[config.mk]
export PLATFORM = sky130hd
export DESIGN_NAME = uart_fifo
export DESIGN_NICKNAME = d
export VERILOG_FILES = /design/src/rtl/uart_fifo.sv
export SDC_FILE = /design/constraint.sdc
export NUM_CORES = 1
export LEC_CHECK = 0
export BUFFER_PORTS_ARGS = -buffer_cell sky130_fd_sc_hd__buf_2
export CAP_MARGIN = 25
export CORE_MARGIN = 10
export CORE_UTILIZATION = 50
export CTS_CLUSTER_SIZE = 30
export DETAILED_ROUTE_END_ITERATION = 10
export MAX_ROUTING_LAYER = met4
export PLACE_DENSITY = 0.7
export RECOVER_POWER = 25
export SLEW_MARGIN = 30
export SYNTH_ARGS = -nofsm -noshare
export SYNTH_HDL_FRONTEND = slang
export SYNTH_SLANG_ARGS = --single-unit
[constraint.sdc]
create_clock -name clk -period 3.68 [get_ports clk]
set_input_delay 0.736 -clock clk [delete_from_list [all_inputs] [get_ports clk]]
set_output_delay 0.736 -clock clk [all_outputs]
set_load 0.02 [all_outputs]
[src/rtl/uart_fifo.sv]
// Memory-mapped UART with TX/RX FIFOs, programmable frame format and runtime baud divider.
// Level IRQs on TX drained and RX watermark/error; read data is registered one cycle after the strobe.
module uart_fifo #(
  parameter logic [31:0] ADDR_BASE = 32'h0,
  parameter int          TX_DEPTH  = 8,
  parameter int          RX_DEPTH  = 8,
  parameter logic [15:0] BAUD_RST  = 16'd86
) (
  input  logic        clk,
  input  logic        rst_n,
  input  logic [31:0] uart_r_addr_i,
  input  logic [31:0] uart_w_addr_i,
  input  logic [31:0] uart_data_i,
  input  logic        uart_r_enable_i,
  input  logic        uart_w_enable_i,
  output logic [31:0] uart_data_o,
  output logic        tx,
  input  logic        rx,
  output logic        uart_tx_irq,
  output logic        uart_rx_irq
);
  localparam int TAW = $clog2(TX_DEPTH);
  localparam int RAW = $clog2(RX_DEPTH);
  localparam int TCW = TAW + 1;
  localparam int RCW = RAW + 1;

  typedef enum logic [2:0] {TX_IDLE, TX_START, TX_DATA, TX_PAR, TX_STOP} tx_state_t;
  typedef enum logic [2:0] {RX_IDLE, RX_START, RX_DATA, RX_PAR, RX_STOP, RX_BREAK} rx_state_t;

  function automatic logic [7:0] dmask(input logic [1:0] dbits);
    case (dbits)
      2'd0:    return 8'h1F;
      2'd1:    return 8'h3F;
      2'd2:    return 8'h7F;
      default: return 8'hFF;
    endcase
  endfunction

  logic [31:0] r_off, w_off;
  logic        wr_txdata, wr_ctrl, wr_status, wr_baud, rd_rxdata;
  logic [11:0] ctrl;
  logic [15:0] baud;
  logic [3:0]  sticky;
  logic [31:0] status;
  logic        tx_en, rx_en, par_en, stop2;
  logic [1:0]  dbits;
  logic [2:0]  last_idx;
  logic        unused_bits;

  assign r_off     = uart_r_addr_i - ADDR_BASE;
  assign w_off     = uart_w_addr_i - ADDR_BASE;
  assign wr_txdata = uart_w_enable_i && (w_off == 32'h0);
  assign wr_ctrl   = uart_w_enable_i && (w_off == 32'h8);
  assign wr_status = uart_w_enable_i && (w_off == 32'hC);
  assign wr_baud   = uart_w_enable_i && (w_off == 32'h10);
  assign rd_rxdata = uart_r_enable_i && (r_off == 32'h4);
  assign tx_en     = ctrl[0];
  assign rx_en     = ctrl[1];
  assign dbits     = ctrl[5:4];
  assign par_en    = ctrl[7];
  assign stop2     = ctrl[8];
  assign last_idx  = 3'(dbits) + 3'd4;
  assign unused_bits = ^uart_data_i[31:16];

  // TX FIFO
  logic [7:0]     tx_mem [TX_DEPTH];
  logic [TAW-1:0] tx_wp, tx_rp;
  logic [TCW-1:0] tx_count;
  logic           tx_empty, tx_full, tx_push, tx_pop;

  assign tx_empty = (tx_count == '0);
  assign tx_full  = (tx_count == TCW'(TX_DEPTH));
  assign tx_push  = wr_txdata && (!tx_full || tx_pop);

  always_ff @(posedge clk or negedge rst_n) begin
    if (!rst_n) begin
      tx_wp    <= '0;
      tx_rp    <= '0;
      tx_count <= '0;
    end else begin
      if (tx_push) tx_wp <= tx_wp + 1'b1;
      if (tx_pop)  tx_rp <= tx_rp + 1'b1;
      case ({tx_push, tx_pop})
        2'b10:   tx_count <= tx_count + 1'b1;
        2'b01:   tx_count <= tx_count - 1'b1;
        default: ;
      endcase
    end
  end

  always_ff @(posedge clk) begin
    if (tx_push) tx_mem[tx_wp] <= uart_data_i[7:0] & dmask(dbits);
  end

  // RX FIFO
  logic [7:0]     rx_mem [RX_DEPTH];
  logic [RAW-1:0] rx_wp, rx_rp;
  logic [RCW-1:0] rx_count;
  logic           rx_empty, rx_full, rx_push, rx_pop, rx_push_req;
  logic [7:0]     rx_data;

  assign rx_empty = (rx_count == '0);
  assign rx_full  = (rx_count == RCW'(RX_DEPTH));
  assign rx_pop   = rd_rxdata && !rx_empty;
  assign rx_push  = rx_push_req && (!rx_full || rx_pop);

  always_ff @(posedge clk or negedge rst_n) begin
    if (!rst_n) begin
      rx_wp    <= '0;
      rx_rp    <= '0;
      rx_count <= '0;
    end else begin
      if (rx_push) rx_wp <= rx_wp + 1'b1;
      if (rx_pop)  rx_rp <= rx_rp + 1'b1;
      case ({rx_push, rx_pop})
        2'b10:   rx_count <= rx_count + 1'b1;
        2'b01:   rx_count <= rx_count - 1'b1;
        default: ;
      endcase
    end
  end

  always_ff @(posedge clk) begin
    if (rx_push) rx_mem[rx_wp] <= rx_data;
  end

  // TX FSM
  tx_state_t  tx_state, tx_state_nx;
  logic [15:0] tx_cnt, tx_per;
  logic [2:0]  tx_idx;
  logic        tx_stop_idx, tx_tick, tx_d, tx_par;
  logic [7:0]  tx_shift;

  assign tx_tick = (tx_cnt == tx_per);

  always_ff @(posedge clk or negedge rst_n) begin
    if (!rst_n) tx_state <= TX_IDLE;
    else        tx_state <= tx_state_nx;
  end

  always_comb begin
    tx_state_nx = tx_state;
    case (tx_state)
      TX_IDLE:  if (tx_en && !tx_empty) tx_state_nx = TX_START;
      TX_START: if (tx_tick) tx_state_nx = TX_DATA;
      TX_DATA:  if (tx_tick && tx_idx == last_idx) tx_state_nx = par_en ? TX_PAR : TX_STOP;
      TX_PAR:   if (tx_tick) tx_state_nx = TX_STOP;
      TX_STOP:  if (tx_tick && tx_stop_idx == stop2) tx_state_nx = TX_IDLE;
      default:  tx_state_nx = TX_IDLE;
    endcase
  end

  always_comb begin
    tx_pop = 1'b0;
    tx_d   = 1'b1;
    case (tx_state)
      TX_IDLE:  tx_pop = tx_en && !tx_empty;
      TX_START: tx_d   = 1'b0;
      TX_DATA:  tx_d   = tx_shift[0];
      TX_PAR:   tx_d   = tx_par;
      default:  tx_d   = 1'b1;
    endcase
  end

  // Bit period is re-latched at every bit boundary so BAUD changes land cleanly
  always_ff @(posedge clk or negedge rst_n) begin
    if (!rst_n) begin
      tx          <= 1'b1;
      tx_cnt      <= '0;
      tx_per      <= BAUD_RST;
      tx_idx      <= '0;
      tx_stop_idx <= 1'b0;
    end else begin
      tx <= tx_d;
      if (tx_state == TX_IDLE) begin
        tx_cnt      <= '0;
        tx_per      <= baud;
        tx_idx      <= '0;
        tx_stop_idx <= 1'b0;
      end else if (tx_tick) begin
        tx_cnt <= '0;
        tx_per <= baud;
        if (tx_state == TX_DATA) tx_idx <= tx_idx + 1'b1;
        if (tx_state == TX_STOP) tx_stop_idx <= 1'b1;
      end else begin
        tx_cnt <= tx_cnt + 1'b1;
      end
    end
  end

  always_ff @(posedge clk) begin
    if (tx_pop) begin
      tx_shift <= tx_mem[tx_rp];
      tx_par   <= ^(tx_mem[tx_rp] & dmask(dbits)) ^ ctrl[6];
    end else if (tx_state == TX_DATA && tx_tick) begin
      tx_shift <= tx_shift >> 1;
    end
  end

  // RX synchroniser: p1 is the synchronised line, p2 its previous value for edge detect
  logic rx_p0, rx_p1, rx_p2;

  always_ff @(posedge clk or negedge rst_n) begin
    if (!rst_n) begin
      rx_p0 <= 1'b1;
      rx_p1 <= 1'b1;
      rx_p2 <= 1'b1;
    end else begin
      rx_p0 <= rx;
      rx_p1 <= rx_p0;
      rx_p2 <= rx_p1;
    end
  end

  // RX FSM
  rx_state_t   rx_state, rx_state_nx;
  logic [15:0] rx_cnt, rx_per;
  logic [2:0]  rx_idx;
  logic        rx_tick, rx_half, rx_par_bad, frm_set, par_set;
  logic [7:0]  rx_shift;

  assign rx_tick = (rx_cnt == rx_per);
  assign rx_half = (rx_cnt == (rx_per >> 1));
  assign rx_data = rx_shift >> (3'd3 - 3'(dbits));

  always_ff @(posedge clk or negedge rst_n) begin
    if (!rst_n) rx_state <= RX_IDLE;
    else        rx_state <= rx_state_nx;
  end

  always_comb begin
    rx_state_nx = rx_state;
    case (rx_state)
      RX_IDLE:  if (rx_en && rx_p2 && !rx_p1) rx_state_nx = RX_START;
      RX_START: if (rx_half) rx_state_nx = rx_p1 ? RX_IDLE : RX_DATA;
      RX_DATA:  if (rx_tick && rx_idx == last_idx) rx_state_nx = par_en ? RX_PAR : RX_STOP;
      RX_PAR:   if (rx_tick) rx_state_nx = RX_STOP;
      RX_STOP:  if (rx_tick) rx_state_nx = rx_p1 ? RX_IDLE : RX_BREAK;
      RX_BREAK: if (rx_p1) rx_state_nx = RX_IDLE;
      default:  rx_state_nx = RX_IDLE;
    endcase
  end

  always_comb begin
    rx_push_req = 1'b0;
    frm_set     = 1'b0;
    par_set     = 1'b0;
    if (rx_state == RX_STOP && rx_tick) begin
      if (!rx_p1)          frm_set     = 1'b1;
      else if (rx_par_bad) par_set     = 1'b1;
      else                 rx_push_req = 1'b1;
    end
  end

  always_ff @(posedge clk or negedge rst_n) begin
    if (!rst_n) begin
      rx_cnt     <= '0;
      rx_per     <= BAUD_RST;
      rx_idx     <= '0;
      rx_par_bad <= 1'b0;
    end else begin
      if (rx_state == RX_IDLE || rx_state == RX_BREAK) begin
        rx_cnt     <= '0;
        rx_per     <= baud;
        rx_idx     <= '0;
        rx_par_bad <= 1'b0;
      end else if (rx_state == RX_START ? rx_half : rx_tick) begin
        rx_cnt <= '0;
        rx_per <= baud;
        if (rx_state == RX_DATA) rx_idx <= rx_idx + 1'b1;
        if (rx_state == RX_PAR)  rx_par_bad <= rx_p1 != (^rx_data ^ ctrl[6]);
      end else begin
        rx_cnt <= rx_cnt + 1'b1;
      end
    end
  end

  always_ff @(posedge clk) begin
    if (rx_state == RX_DATA && rx_tick) rx_shift <= {rx_p1, rx_shift[7:1]};
  end

  // Register file, sticky status and IRQs
  assign status = {8'h00, 8'(tx_count), 8'(rx_count), sticky, rx_full, tx_full, !rx_empty,
                   tx_state != TX_IDLE};

  always_ff @(posedge clk or negedge rst_n) begin
    if (!rst_n) begin
      ctrl        <= '0;
      baud        <= BAUD_RST;
      sticky      <= '0;
      uart_tx_irq <= 1'b0;
      uart_rx_irq <= 1'b0;
    end else begin
      if (wr_ctrl) ctrl <= uart_data_i[11:0];
      if (wr_baud) baud <= uart_data_i[15:0];
      sticky <= (wr_status ? (sticky & ~uart_data_i[7:4]) : sticky) |
                {wr_txdata && !tx_push, rx_push_req && !rx_push, frm_set, par_set};
      uart_tx_irq <= ctrl[2] && tx_empty && (tx_state == TX_IDLE);
      uart_rx_irq <= ctrl[3] && ((int'(rx_count) > int'(ctrl[11:9])) || (|sticky[2:0]));
    end
  end

  always_ff @(posedge clk or negedge rst_n) begin
    if (!rst_n) begin
      uart_data_o <= '0;
    end else begin
      uart_data_o <= '0;
      if (uart_r_enable_i) begin
        case (r_off)
          32'h4:   uart_data_o <= rx_empty ? 32'h0 : {24'h0, rx_mem[rx_rp] & dmask(dbits)};
          32'h8:   uart_data_o <= {20'h0, ctrl};
          32'hC:   uart_data_o <= status;
          32'h10:  uart_data_o <= {16'h0, baud};
          default: ;
        endcase
      end
    end
  end
endmodule

After elaboration in Yosys (flattened, before gate mapping)
Memory sizes are Yosys's and may differ from the RTL's.
Cells that the tools add are included.

word-level totals
  register bits = 185
  memory bits (writable) = 128
  bits of input ports = 101
  word-level logic and storage cells = 219
  memories kept = 2

memory list
  name    depth  width  rd ports  clocked after memory_dff  wr ports  RTL line  source
  rx_mem  8      8      1         0                         1         96        logic [7:0] rx_mem [RX_DEPTH];
  tx_mem  8      8      1         0                         1         66        logic [7:0] tx_mem [TX_DEPTH];

operators by class
  $add $sub $neg = 14
  order comparisons = 1
  equal/unequal tests = 42
  shift operators = 1
  muxes and demuxes = 64
  bitwise operators = 8
  reductions and logical operators = 58

operator list
  kind                   count
  $eq 32x4->1 const B    4
  $mux 16                8
  $pmux 20 s4            1
  $eq 32x5->1 const B    2
  $mux 3                 19
  $mux 8                 7
  $add 16x1->16 const B  2
  $eq 16x16->1           2
  $eq 32x3->1 const B    1
  $logic_not 32->1       1
  $and 8x8->8            3
  $pmux 8 s3             1
  $logic_and 1x1->1      22
  $ne 2x2->1 const B     11
  $mux 1                 20
  $mux 20                1
  $add 3x1->3 const B    6
  $pmux 3 s6             1
  $reduce_bool 2->1      9
  $eq 16x15->1           1
  $pmux 4 s2             2
  $reduce_xor 8->1       2
  $pmux 3 s5             1
  $eq 3x2->1 const B     4
  31 further kinds       57

Longest topological paths before layout
  word-level depth = 9
  depth in mapped cells = 14

Worst setup path before layout
OpenSTA, ideal clock, no wires.

  path type = in2reg
  from = input uart_r_addr_i[26]
  to = register rx_count[2]
  library setup time = 0.128 ns
  arrival = 3.313 ns
  data required time = 3.552 ns
  setup slack = 0.239 ns
  stages on the path = 14
  path through = nor4_1 > and4_1 > buf_2 > a41oi_1 > or4_1 > buf_2 > ha_1 > clkbuf_1 > xor2_1 > ha_1 > a21oi_1 > xor2_1 > nor2_1 > xor2_1

on the way
  word-level cells in the longest chain between the ends = 7
  elaborated cells on any way between the ends = 9
  classes of those cells = eq/ne: 3; mux: 1; reduce/logical: 5

ends and longest elaborated chain
  what                                                    RTL line  source
  start: declaration                                      11        input logic [31:0] uart_r_addr_i,
  $eq 32x3->1 (*)                                         56        assign rd_rxdata = uart_r_enable_i && (r_off == 32'h4);
  $logic_and 1x1->1 (*)                                   56
  $logic_and 1x1->1 (*)                                   104       assign rx_pop = rd_rxdata && !rx_empty;
  $logic_or 1x1->1                                        105       assign rx_push = rx_push_req && (!rx_full || rx_pop);
  $logic_and 1x1->1                                       105
  $eq 2x1->1 / $eq 2x2->1 (equally long branches)         115       case ({rx_push, rx_pop})
  $pmux 4 s2 / $reduce_bool 2->1 (equally long branches)  --
  end signal: assignment                                  116       2'b10: rx_count <= rx_count + 1'b1;
  end signal: assignment                                  117       2'b01: rx_count <= rx_count - 1'b1;
  end: declaration                                        98        logic [RCW-1:0] rx_count;

Every way passes the cells marked *; elsewhere a longest branch is shown, timed or not.
A chain may end at the register's enable or synchronous reset.

Worst setup path after layout
  from = register tx_count[0]
  to = register tx_count[3]

on the way
  word-level cells in the longest chain between the ends = 8
  elaborated cells on any way between the ends = 14
  classes of those cells = add/sub: 2; eq/ne: 3; mux: 2; reduce/logical: 7

ends and longest elaborated chain
  what                                                    RTL line  source
  start: declaration                                      68        logic [TCW-1:0] tx_count;
  start signal: assignment                                84        2'b10: tx_count <= tx_count + 1'b1;
  start signal: assignment                                85        2'b01: tx_count <= tx_count - 1'b1;
  $logic_not 4->1                                         71        assign tx_empty = (tx_count == '0);
  $logic_not 1->1                                         157       TX_IDLE: tx_pop = tx_en && !tx_empty;
  $logic_and 1x1->1                                       157
  $mux 1                                                  156       case (tx_state)
  $logic_or 1x1->1                                        73        assign tx_push = wr_txdata && (!tx_full || tx_pop);
  $logic_and 1x1->1                                       73
  $eq 2x1->1 / $eq 2x2->1 (equally long branches)         83        case ({tx_push, tx_pop})
  $pmux 4 s2 / $reduce_bool 2->1 (equally long branches)  --

Several ways; a longest one is shown, not always the timed one.

==> results.json <==
{
  "first_global_vias": 8858,
  "cts_setup_buffers": 0,
  "start_kind": "flip-flop",
  "finClkSkew_ps": 21.3,
  "cp_cell_sequence": "nor4_1, nand3b_1, nand2_1, nand3_1, ha_1, ha_1, a21o_1, a21oi_1, xnor2_1, nor2_1, xor2_1",
  "async_flop_share_pct": 51.8,
  "layout_min_cycle_time_ps": 3040,
  "rr_endpoint": "tx_count[3]$_DFFE_PN0P_",
  "required_ps": 4070,
  "clockRootBuffer": "clkbuf_16",
  "antenna_found_initial": 2,
  "avgViaCountPerCell": 5.53,
  "r2r_slack_ps": 640,
  "p_leak_nw": 6.91,
  "path_clk_slew_ps": 60,
  "syn_area_per_cell_um2": 13.5,
  "num_vias": 8667,
  "rows": 60,
  "synth_ff_type": "edfxtp_1",
  "synth_cells": 1027,
  "synth-edff-count": 145,
  "pin_count": 136,
  "finalCritPeriodShare_pct": 82.6,
  "worstReg2RegStart": "tx_count[0]$_DFFE_PN0P_",
  "crit_fanout": 11,
  "grt_setup_unrepaired": "false",
  "core_area_um2": 27200,
  "fin_area_um2": 16200,
  "die_h_um": 187,
  "setup_violations": 0,
  "critPathMaxStageDelay_ps": 500,
  "gp_congestion": 0.890,
  "placed_cell_area_um2": 15000,
  "worst_hold_slack_ps": 333,
  "holdBufCountCts": 0,
  "worstPathArrival_ps": 3430,
  "clkLatencyLatePin_ps": 520,
  "grt_pass1_wl_um": 49100,
  "relSlewSlack_pct": -18.2,
  "cap_violations": 1,
  "ant_nets": 0,
  "yosysSeqAreaShare_pct": 59.6,
  "cts_resized": 0,
  "cts_buffer_depth": 3,
  "cts_tree": "done",
  "cts_max_level": 2,
  "pwr_density_cell_nw_per_um2": 446,
  "synth.distinct_cells": 61,
  "power_mw": 7.20,
  "die_x_um": 187,
  "initial_core_util_pct": 51.1,
  "tns_ps": 0,
  "nets": 1285,
  "cts_num_sinks": 301,
  "min_path_type": "in -> reg",
  "portBuffers": 107,
  "final_layout_size_suffix_gt1_share_pct": 28.0,
  "yosys_warnings": 0,
  "cts_buffers": 34,
  "syn2layout_area_growth_pct": 16.3,
  "worst_pin_slew_ps": 1770,
  "status": "finished with violations",
  "crit_path_top_delay_cell": "nor4_1",
  "slew_violations": 65,
  "synth.top_cell.area_share_pct": 31.3,
  "violations": "capacitance limit, slew limit",
  "wirelength_um": 31000,
  "die_area_um2": 34900,
  "max-vdd-ir-drop_v": 0.000319,
  "end_kind": "flip-flop",
  "grt_util_all_layers_pct": 18.0,
  "r2r_cells": 11,
  "drtPass1Iterations": 5,
  "crit_start": "tx_count[0]$_DFFE_PN0P_",
  "crit_end": "tx_count[3]$_DFFE_PN0P_",
  "synth_top_area_cell": "edfxtp_1",
  "grt_max_degree": 66,
  "crit_type": "reg -> reg",
  "grt_overflow": 0,
  "multi_input_area_um2": 5320,
  "nFillCells": 2151,
  "max_clock_freq_mhz": 329,
  "finalHoldViolCount": 0,
  "cp_common_cell": "ha_1",
  "synth_area_um2": 13900,
  "dp_hpwl_um": 21600,
  "yosys-top-cells-area": "edfxtp_1 31%, dfrtp_1 25%, mux2_2 6.5%",
  "seq_area_um2": 8280,
  "wl_per_cell_um": 19.8,
  "drc": 0,
  "ys_seq_elements": 301,
  "dr.first_iter.drc_count": 764
}
## sequential cells by signal, summed over array words and instances (netlist names), 3 cells and up
signal	count
rx_count	4
baud	16
tx_state	3
rx_rp	3
tx_rp	3
rx_per	16
tx_idx	3
uart_data_o	20
ctrl	12
rx_cnt	16
rx_shift	8
tx_cnt	16
tx_per	16
rx_wp	3
rx_idx	3
tx_shift	8
tx_count	4
tx_mem	64
rx_mem	64
rx_state	3
tx_wp	3
sticky	4
## layer usage
layer	track usage [%]	up-vias	routed length (um)
li1	-	4022	-
met1	23.2	4353	13900
met2	28.3	243	14800
met3	3.45	49	1620
met4	5.80	0	704
met5	-	-	0
## critical path: cells and delay by family, from the launching register on
| family | cells | cell delay, ps |
|---|---|---|
| DFF | 1 | 450 |
| xor gates and xnor gates | 2 | 270 |
| AOI/OAI and AO/OA | 2 | 340 |
| adders and majority gates | 2 | 490 |
| and+or+nand+nor | 5 | 1380 |
## worst min-delay path by stage
| stage | from | slack (ps) | depth (start not counted) | end |
|---|---|---|---|---|
| after floorplan | rx_p0$_DFF_PN1_ | 350 | 0 | rx_p1$_DFF_PN1_ |
| after global placement | rx_p0$_DFF_PN1_ | 350 | 0 | rx_p1$_DFF_PN1_ |
| after detailed placement | rx_p0$_DFF_PN1_ | 350 | 0 | rx_p1$_DFF_PN1_ |
| after CTS | rst_n | 240 | 1 | tx_rp[0]$_DFFE_PN0N_ |
| after global routing | rx | 310 | 1 | rx_p0$_DFF_PN1_ |
| final | rx | 330 | 1 | rx_p0$_DFF_PN1_ |
## layout by cell type, fill, tap and decap left out, drive strengths merged, types with 8 or more instances in the layout
master	netlist	layout
a21oi	9	9
a22o	10	10
a22oi	10	10
and3	16	16
buf	34	140
clkbuf	20	53
conb	1	12
dfrtp	140	140
dfstp	16	16
edfxtp	145	145
ha	17	17
inv	20	23
mux2	80	80
mux2i	26	26
mux4	34	34
nand2	56	56
nand2b	8	8
nand3	19	19
nand4	15	15
nor2	92	92
nor3	21	21
nor4	27	27
o21ai	25	25
xnor2	32	32
xor2	89	89
## layout make-up
class	instances	share of cell area, %
antenna	2	0.0310
tap	372	2.88
sequential	301	51.2
timing repair buffer	146	5.16
clock buffer	47	5.89
multi-input combinational	663	32.9
inverter	20	0.465
clock inverter	15	1.41
## cell families after synthesis
| kind of cell | share of synthesized area [%] |
|---|---|
| simple gates | 10.5 |
| compound gates | 4.09 |
| mux | 13.9 |
| flops | 59.6 |
| fa+ha+maj | 1.67 |
| other cells | 0.0270 |
| buf+inv | 2.50 |
| xor+xnor | 7.79 |
## per-stage QoR
step | instances | utilization [%] | setup slack (ps)
global placement | 1502 | 55.1 | 184
global route | 1566 | 59.5 | 374
detailed placement | 1502 | 55.1 | 139
CTS | 1564 | 59.5 | 654
finish | 1566 | 59.5 | 640
floorplan | 1038 | - | 239
## cells in the mapped netlist, types with 23 or more instances
master	number
dfrtp_1	140
edfxtp_1	145
mux2_2	80
mux2i_1	26
mux4_2	34
nand2_1	56
nor2_1	92
nor4_1	23
o21ai_0	25
xnor2_1	32
xor2_1	89
## power breakdown
group	internal (mW)	total [mW]	leakage, nW	switching (mW)
clock	2.18	3.55	0.578	1.37
combinational	0.0432	0.131	2.88	0.0878
sequential	3.52	3.52	3.46	0.00194
Power figures use the tool's default switching activity.
